$ cat src/rtl/ibex_data_responder.sv
// ibex_data_responder
//   Device-side end of the Ibex data-port req/gnt/rvalid protocol. Each
//   request is decoded to the shared RAM or to a small test-utility window
//   (HALT, SIG, CYCLE), granted after a configurable stall, and answered one
//   cycle after the grant with read data or an error.
//
//   Optional feature macro: DATA_RESP_RAND_STALL_EN
//     defined   - stall count comes from a 3-bit LFSR stepped once per grant
//     undefined - stall count is the WaitCycles parameter
//
// Ports
//   clk_i, rst_ni                system clock, async active-low reset
//   host_req_i .. host_wdata_i   core data request channel
//   host_gnt_o                   grant (combinational from req and state)
//   host_rvalid_o/rdata_o/err_o  response, one cycle after grant
//   ram_*                        RAM request, valid in the grant cycle only;
//                                ram_rdata_i is valid the following cycle
//   halt_o, halt_code_o          sticky end-of-test flag and its code
//   sig_valid_o, sig_data_o      signature word strobe and held data
module ibex_data_responder #(
    parameter logic [31:0] RamAddrBase  = 32'h0000_0000,
    parameter logic [31:0] RamAddrMask  = 32'hFFFF_0000,
    parameter logic [31:0] UtilAddrBase = 32'h0002_0000,
    parameter logic [31:0] UtilAddrMask = 32'hFFFF_FC00,
    parameter int unsigned WaitCycles   = 0
) (
    input  logic        clk_i,
    input  logic        rst_ni,

    input  logic        host_req_i,
    output logic        host_gnt_o,
    input  logic [31:0] host_addr_i,
    input  logic        host_we_i,
    input  logic [3:0]  host_be_i,
    input  logic [31:0] host_wdata_i,
    output logic        host_rvalid_o,
    output logic [31:0] host_rdata_o,
    output logic        host_err_o,

    output logic        ram_req_o,
    output logic        ram_we_o,
    output logic [3:0]  ram_be_o,
    output logic [31:0] ram_addr_o,
    output logic [31:0] ram_wdata_o,
    input  logic [31:0] ram_rdata_i,

    output logic        halt_o,
    output logic [31:0] halt_code_o,
    output logic        sig_valid_o,
    output logic [31:0] sig_data_o
);

    localparam int unsigned CntW = 3;

    typedef enum logic [1:0] {
        IDLE  = 2'd0,
        STALL = 2'd1,
        RESP  = 2'd2
    } state_e;

    state_e          state_q, state_d;
    logic [CntW-1:0] cnt_q, cnt_d;
    logic [CntW-1:0] stall_cnt;
    logic            gnt;

    // Stall count source
`ifdef DATA_RESP_RAND_STALL_EN
    logic [CntW-1:0] lfsr_q;

    // x^3 + x^2 + 1 Fibonacci LFSR, advanced once per granted request
    always_ff @(posedge clk_i or negedge rst_ni) begin : p_lfsr
        if (!rst_ni) begin
            lfsr_q <= CntW'(1);
        end else if (gnt) begin
            lfsr_q <= {lfsr_q[1:0], lfsr_q[2] ^ lfsr_q[1]};
        end
    end

    assign stall_cnt = lfsr_q;
`else
    assign stall_cnt = CntW'(WaitCycles);
`endif

    // State and stall counter register
    always_ff @(posedge clk_i or negedge rst_ni) begin : p_state_reg
        if (!rst_ni) begin
            state_q <= IDLE;
            cnt_q   <= '0;
        end else begin
            state_q <= state_d;
            cnt_q   <= cnt_d;
        end
    end

    // Next-state logic; a dropped request during STALL abandons the access
    always_comb begin : p_next_state
        state_d = state_q;
        cnt_d   = cnt_q;
        case (state_q)
            IDLE: begin
                if (host_req_i) begin
                    if (stall_cnt == '0) begin
                        state_d = RESP;
                    end else begin
                        cnt_d   = stall_cnt;
                        state_d = STALL;
                    end
                end
            end
            STALL: begin
                if (!host_req_i) begin
                    state_d = IDLE;
                    cnt_d   = '0;
                end else if (cnt_q == CntW'(1)) begin
                    state_d = RESP;
                    cnt_d   = '0;
                end else begin
                    cnt_d = cnt_q - CntW'(1);
                end
            end
            RESP: begin
                state_d = IDLE;
            end
            default: begin
                state_d = IDLE;
                cnt_d   = '0;
            end
        endcase
    end

    // Grant: never issued in RESP, so back-to-back grants are >= 2 cycles apart
    always_comb begin : p_output
        gnt = 1'b0;
        case (state_q)
            IDLE:    gnt = host_req_i && (stall_cnt == '0);
            STALL:   gnt = host_req_i && (cnt_q == CntW'(1));
            default: gnt = 1'b0;
        endcase
    end

    assign host_gnt_o = gnt;

    // Address decode; RAM window takes priority over the utility window
    logic        ram_hit;
    logic        util_hit;
    logic [31:0] util_off;
    logic        halt_wr;
    logic        sig_wr;
    logic        cyc_rd;
    logic        acc_err;

    assign ram_hit  = (host_addr_i & RamAddrMask) == RamAddrBase;
    assign util_hit = !ram_hit && ((host_addr_i & UtilAddrMask) == UtilAddrBase);
    assign util_off = host_addr_i & ~UtilAddrMask;
    assign halt_wr  = util_hit &&  host_we_i && (util_off == 32'h0000_0000);
    assign sig_wr   = util_hit &&  host_we_i && (util_off == 32'h0000_0004);
    assign cyc_rd   = util_hit && !host_we_i && (util_off == 32'h0000_0008);
    assign acc_err  = !(ram_hit || halt_wr || sig_wr || cyc_rd);

    // RAM channel passes the request through in the grant cycle only
    assign ram_req_o   = gnt && ram_hit;
    assign ram_we_o    = ram_req_o && host_we_i;
    assign ram_be_o    = ram_req_o ? host_be_i    : 4'h0;
    assign ram_addr_o  = ram_req_o ? host_addr_i  : 32'h0;
    assign ram_wdata_o = ram_req_o ? host_wdata_i : 32'h0;

    // Response registers, loaded at grant
    logic        rvalid_q;
    logic        err_q;
    logic        ram_rd_q;
    logic [31:0] rdata_q;
    logic [31:0] cycle_q;

    always_ff @(posedge clk_i or negedge rst_ni) begin : p_resp
        if (!rst_ni) begin
            rvalid_q <= 1'b0;
            err_q    <= 1'b0;
            ram_rd_q <= 1'b0;
            rdata_q  <= '0;
        end else begin
            rvalid_q <= gnt;
            err_q    <= gnt && acc_err;
            ram_rd_q <= gnt && ram_hit && !host_we_i;
            rdata_q  <= (gnt && cyc_rd) ? cycle_q : 32'h0;
        end
    end

    assign host_rvalid_o = rvalid_q;
    assign host_err_o    = err_q;
    // RAM read data arrives in the response cycle; everything else is held
    assign host_rdata_o  = ram_rd_q ? ram_rdata_i : rdata_q;

    // Test-utility state: sticky halt, signature strobe, free-running cycles
    logic        halt_q;
    logic [31:0] halt_code_q;
    logic        sig_valid_q;
    logic [31:0] sig_data_q;

    always_ff @(posedge clk_i or negedge rst_ni) begin : p_util
        if (!rst_ni) begin
            halt_q      <= 1'b0;
            halt_code_q <= '0;
            sig_valid_q <= 1'b0;
            sig_data_q  <= '0;
            cycle_q     <= '0;
        end else begin
            cycle_q     <= cycle_q + 32'd1;
            sig_valid_q <= gnt && sig_wr;
            if (gnt && sig_wr) begin
                sig_data_q <= host_wdata_i;
            end
            if (gnt && halt_wr && !halt_q) begin
                halt_q      <= 1'b1;
                halt_code_q <= host_wdata_i;
            end
        end
    end

    assign halt_o      = halt_q;
    assign halt_code_o = halt_code_q;
    assign sig_valid_o = sig_valid_q;
    assign sig_data_o  = sig_data_q;

endmodule

$ cat config.mk
export PLATFORM = sky130hd
export DESIGN_NAME = ibex_data_responder
export DESIGN_NICKNAME = d
export VERILOG_FILES = /design/src/rtl/ibex_data_responder.sv
export SDC_FILE = /design/constraint.sdc
export NUM_CORES = 1
export LEC_CHECK = 0
export CORE_UTILIZATION = 45
export DETAILED_ROUTE_END_ITERATION = 10
export HOLD_SLACK_MARGIN = 0.12
export PLACE_DENSITY = 0.87
export SYNTH_ARGS = -nofsm -noshare
export SYNTH_HDL_FRONTEND = slang
export SYNTH_SLANG_ARGS = --single-unit
$ cat constraint.sdc
create_clock -name clk_i -period 4.25 [get_ports clk_i]
set_input_delay 0.85 -clock clk_i [delete_from_list [all_inputs] [get_ports clk_i]]
set_output_delay 0.85 -clock clk_i [all_outputs]
set_load 0.02 [all_outputs]
Yosys cells after proc, flatten, opt, wreduce, memory -nomap -nowiden
Index checks and enable logic that the tools add are counted.
W data, S select, Z words.

operators by class
  add/subtract/negate cells = 2
  equality and inequality tests = 8
  mux-type cells = 13
  reductions and logical operators = 27

operators with widths
  kind                     number
  $mux W32                 4
  $logic_not A32 Y1        2
  $add A32 B1 Y32 const B  1
  $eq A22 B8 Y1 const B    1
  $logic_and A1 B1 Y1      15
  $eq A10 B3 Y1 const B    1
  $eq A10 B4 Y1 const B    1
  $mux W2                  3
  $mux W3                  2
  $pmux W3 S2              1
  $logic_not A1 Y1         4
  $mux W4                  1
  $pmux W2 S2              1
  $eq A3 B1 Y1 const B     1
  $logic_or A1 B1 Y1       3
  $ne A3 B3 Y1 const B     1
  $sub A3 B1 Y3 const B    1
  $eq A2 B1 Y1 const B     1
  $eq A2 B2 Y1 const B     1
  $logic_not A2 Y1         1
  $ne A2 B2 Y1 const B     1
  $pmux W1 S2              1
  $reduce_and A2 Y1        1
  $reduce_or A2 Y1         1

word-level totals
  register bits = 138
  output and inout bits = 171
  logic and storage cells = 61

Depth between registers and ports, before layout
  depth in word-level cells = 10
  mapped depth = 7
  depth with buffers taken out = 5

Worst setup path before layout
No wires, ideal clock.

  path type = input -> output
  start point = input host_addr_i[24]
  end point = output ram_wdata_o[22]
  data arrival time = 2352 ps
  data required time = 3400 ps
  path slack = 1048 ps
  stages on the path = 5
  cell sequence = nor4_2 -> nand3_1 -> nor3_2 -> clkbuf_1 -> and2_1

between the ends
  word-level cells in the longest chain between the ends = 3

RTL lines
  item                 line  source
  start, declared      32    input logic [31:0] host_addr_i,
  $logic_not A32 Y1    152   assign ram_hit = (host_addr_i & RamAddrMask) == RamAddrBase;
  $logic_and A1 B1 Y1  161   assign ram_req_o = gnt && ram_hit;
  via ram_req_o        40    output logic ram_req_o,
  $mux W32             165   assign ram_wdata_o = ram_req_o ? host_wdata_i : 32'h0;
  end, declared        44    output logic [31:0] ram_wdata_o,

The timed path passes the listed nets, and every way through them passes these cells.

Final worst setup path
  start point = input host_addr_i[20]
  end point = output ram_wdata_o[29]

between the ends
  word-level cells in the longest chain between the ends = 3

RTL lines
  item                 line
  $logic_not A32 Y1    152
  $logic_and A1 B1 Y1  161
  $mux W32             165

Every way passes these cells.

==> results_dict.tcl <==
set metrics [dict create \
    status "finished clean" \
    antenna_found_initial 0 \
    yosysTopAreaCell "dfrtp_1" \
    hold_path_startpoint "cycle_q[31]" \
    ir_worst_vdd_uv 246.7 \
    diodes 0 \
    drtIter0Drc 219 \
    yosys_register_bits 134 \
    ant_nets 0 \
    min_period_ns 3.973 \
    grt_overflow 0 \
    rsz0062_at_grt "false" \
    hold_viol_final 0 \
    gp_congestion 0.8582 \
    cap_violations 0 \
    vias_per_cell 5.000 \
    postCtsHoldBufs 0 \
    maxSlewViolCount 0 \
    multiInputGateArea_mm2 0.002620 \
    synth_ff_type "dfrtp_1" \
    post_dp_cell_area_mm2 0.008869 \
    syn_area_mm2 0.006145 \
    dr.pass1.iters 4 \
    slowest_delay_ns 0.65 \
    fin_ws_ns 0.2771 \
    cp.required_ns 3.40 \
    r2r_setup_slack_ns 1.77 \
    path_cells "clkdlybuf4s50_1, nor4_2, nand3_1, nor3_4, buf_12, and2_1, clkdlybuf4s50_1" \
    rows 42 \
    synth_top_area_share 0.5457 \
    root_buffer "clkbuf_16" \
    register_area_mm2 0.003353 \
    final_common_cell "clkdlybuf4s50_1" \
    drc 0 \
    critPathSlowestCell "clkdlybuf4s50_1" \
    hold_end "cycle_q[31]" \
    slew_headroom 0.1466 \
    pre_cts_ws_ns 0.3500 \
    cts_made_buffers 17 \
    die_area_mm2 0.01413 \
    reg2reg_depth 5 \
    first_global_vias 4699 \
    worst_setup_path_end_kind "output port" \
    grt_max_degree 123 \
    syn_to_final_growth_pct 54.37 \
    setup_viol 0 \
    fp.dieH_um 118.9 \
    p_leak_uw 0.004334 \
    wire_per_inst_um 17.84 \
    hold_depth 1 \
    fill_cells 882 \
    fin_area_mm2 0.009485 \
    finalSetupTns_ns 0 \
    fmax_mhz 251.7 \
    wl_mm 16.56 \
    worstReg2RegEnd "cycle_q[16]" \
    ys_warn_count 0 \
    yosysSeqAreaShare 0.5457 \
    place_inst 896 \
    cp_data_arrival_time_ns 3.12 \
    path_max_fanout 54 \
    syn_area_per_cell_um2 12.94 \
    hpwlAfterDp_mm 12.26 \
    fin_crit_sh 0.9348 \
    vias 4640 \
    drive_above_1_share 0.1902 \
    r2r-start "cycle_q[0]" \
    synth-edff-count 0 \
    clockBufferDepth 2 \
    worstMarginPinSlew_ns 1.268 \
    num_io_pins 275 \
    cts_setup_buffers 0 \
    htreeDepth 4 \
    startpoint_type "input pin" \
    nets 844 \
    async_flop_share 1.000 \
    start_util 0.4622 \
    clock_sinks 134 \
    stdcell_count 928 \
    die_w_um 118.9 \
    cts_resized 0 \
    layout.cells.most_common_list "clkdlybuf4s50_1, dfrtp_1, and2_1, mux2_2, mux2_4" \
    powerDensity_mw_per_mm2 310.5 \
    synthCells 475 \
    synth.area.top_cells "dfrtp_1, mux2_2, and2_1" \
    cts_tree "built" \
    grt_usage 0.2412 \
    clk_latency_ns 0.41 \
    min_path_type "reg -> reg" \
    crit_top_cell "clkdlybuf4s50_1" \
    port_buffers 258 \
    path_class "in -> out" \
    final_util 0.7134 \
    yosysUniqueCellTypes 34 \
    clk_pin_slew_ns 0.05 \
    finalClockSkew_ns 0.006429 \
    core_mm2 0.01330 \
    grt_pass1_wl_mm 25.72 \
]
[cells in the mapped netlist (2+ instances only)]
master / count
buf_6: 3
mux2_2: 64
buf_1: 3
inv_1: 7
nand2_1: 11
and2_1: 86
nor3_1: 4
nor3b_1: 2
xnor2_1: 26
clkbuf_1: 9
nor4_1: 5
or3_1: 2
xor2_1: 4
mux2_4: 30
nor2_1: 6
and3_1: 4
nand3_1: 17
nor4_2: 8
nand4b_1: 2
buf_4: 19
nand2b_1: 2
mux2_1: 2
dfrtp_1: 134
nand4_1: 15
[cell families after synthesis]
group,count (synthesis),synth area share
fa+ha+maj,1,0.002036
other cells,1,0.0006103
flops,134,0.5457
mux,96,0.1943
compound gates,3,0.003053
simple gates,168,0.1704
buf+inv,42,0.04113
xor+xnor,30,0.04276
[per-stage QoR]
stage	total power [uW]	hold WS [ns]
3_3_place_gp	1469	0.4538
2_1_floorplan	1337	0.4375
3_5_place_dp	1472	0.4588
6_report	2945	0.4717
5_1_grt	3036	0.4943
4_1_cts	2972	0.4759
[critical path: cells and delay by family]
| kind | cells | cell delay, ns |
|---|---|---|
| buffers and inverters | 3 | 1.31 |
| AND/OR/NAND/NOR | 4 | 0.93 |
[where the power goes]
part | switching [uW] | total [uW] | leakage [uW] | internal, uW
clock network | 527 | 1500 | 0.000299 | 969
registers | 0.493 | 1280 | 0.00185 | 1280
logic | 78.5 | 171 | 0.00219 | 92.2
total | 606 | 2950 | 0.00433 | 2340
[per-layer routing]
layer  track usage  part of all wire  up-vias
li1              -                 -     2130
met4        0.1021             0.030        0
met5             0                 0        -
met2        0.4386              0.54      175
met3       0.05651             0.047       37
met1        0.2690              0.38     2298
[registers in the layout (all words and copies together) (netlist names)]
signal,count
cycle_q,32
halt_code_o,32
halt_o,1
host_err_o,1
host_rvalid_o,1
ram_rd_q,1
rdata_q,32
sig_data_o,32
sig_valid_o,1
state_q,1
[final cells by class]
cell class	count	share of cell area
clock inverters	11	0.01543
repair buffers	265	0.2793
well taps	176	0.02322
clock buffers	21	0.04960
flip-flops and latches	134	0.3535
inverters	7	0.002770
multi-input cells	314	0.2762
[how the worst max path moves through the flow]
stage | slack [ns] | from | end
after floorplan | 1.05 | host_addr_i[24] | ram_wdata_o[22]
after global placement | 0.40 | host_addr_i[16] | ram_wdata_o[1]
after detailed placement | 0.35 | host_addr_i[20] | ram_wdata_o[29]
after CTS | 0.30 | host_addr_i[20] | ram_wdata_o[29]
after global routing | 0.22 | host_addr_i[20] | ram_wdata_o[29]
final | 0.28 | host_addr_i[20] | ram_wdata_o[29]
Note: power is estimated with default switching activity, not from simulation.
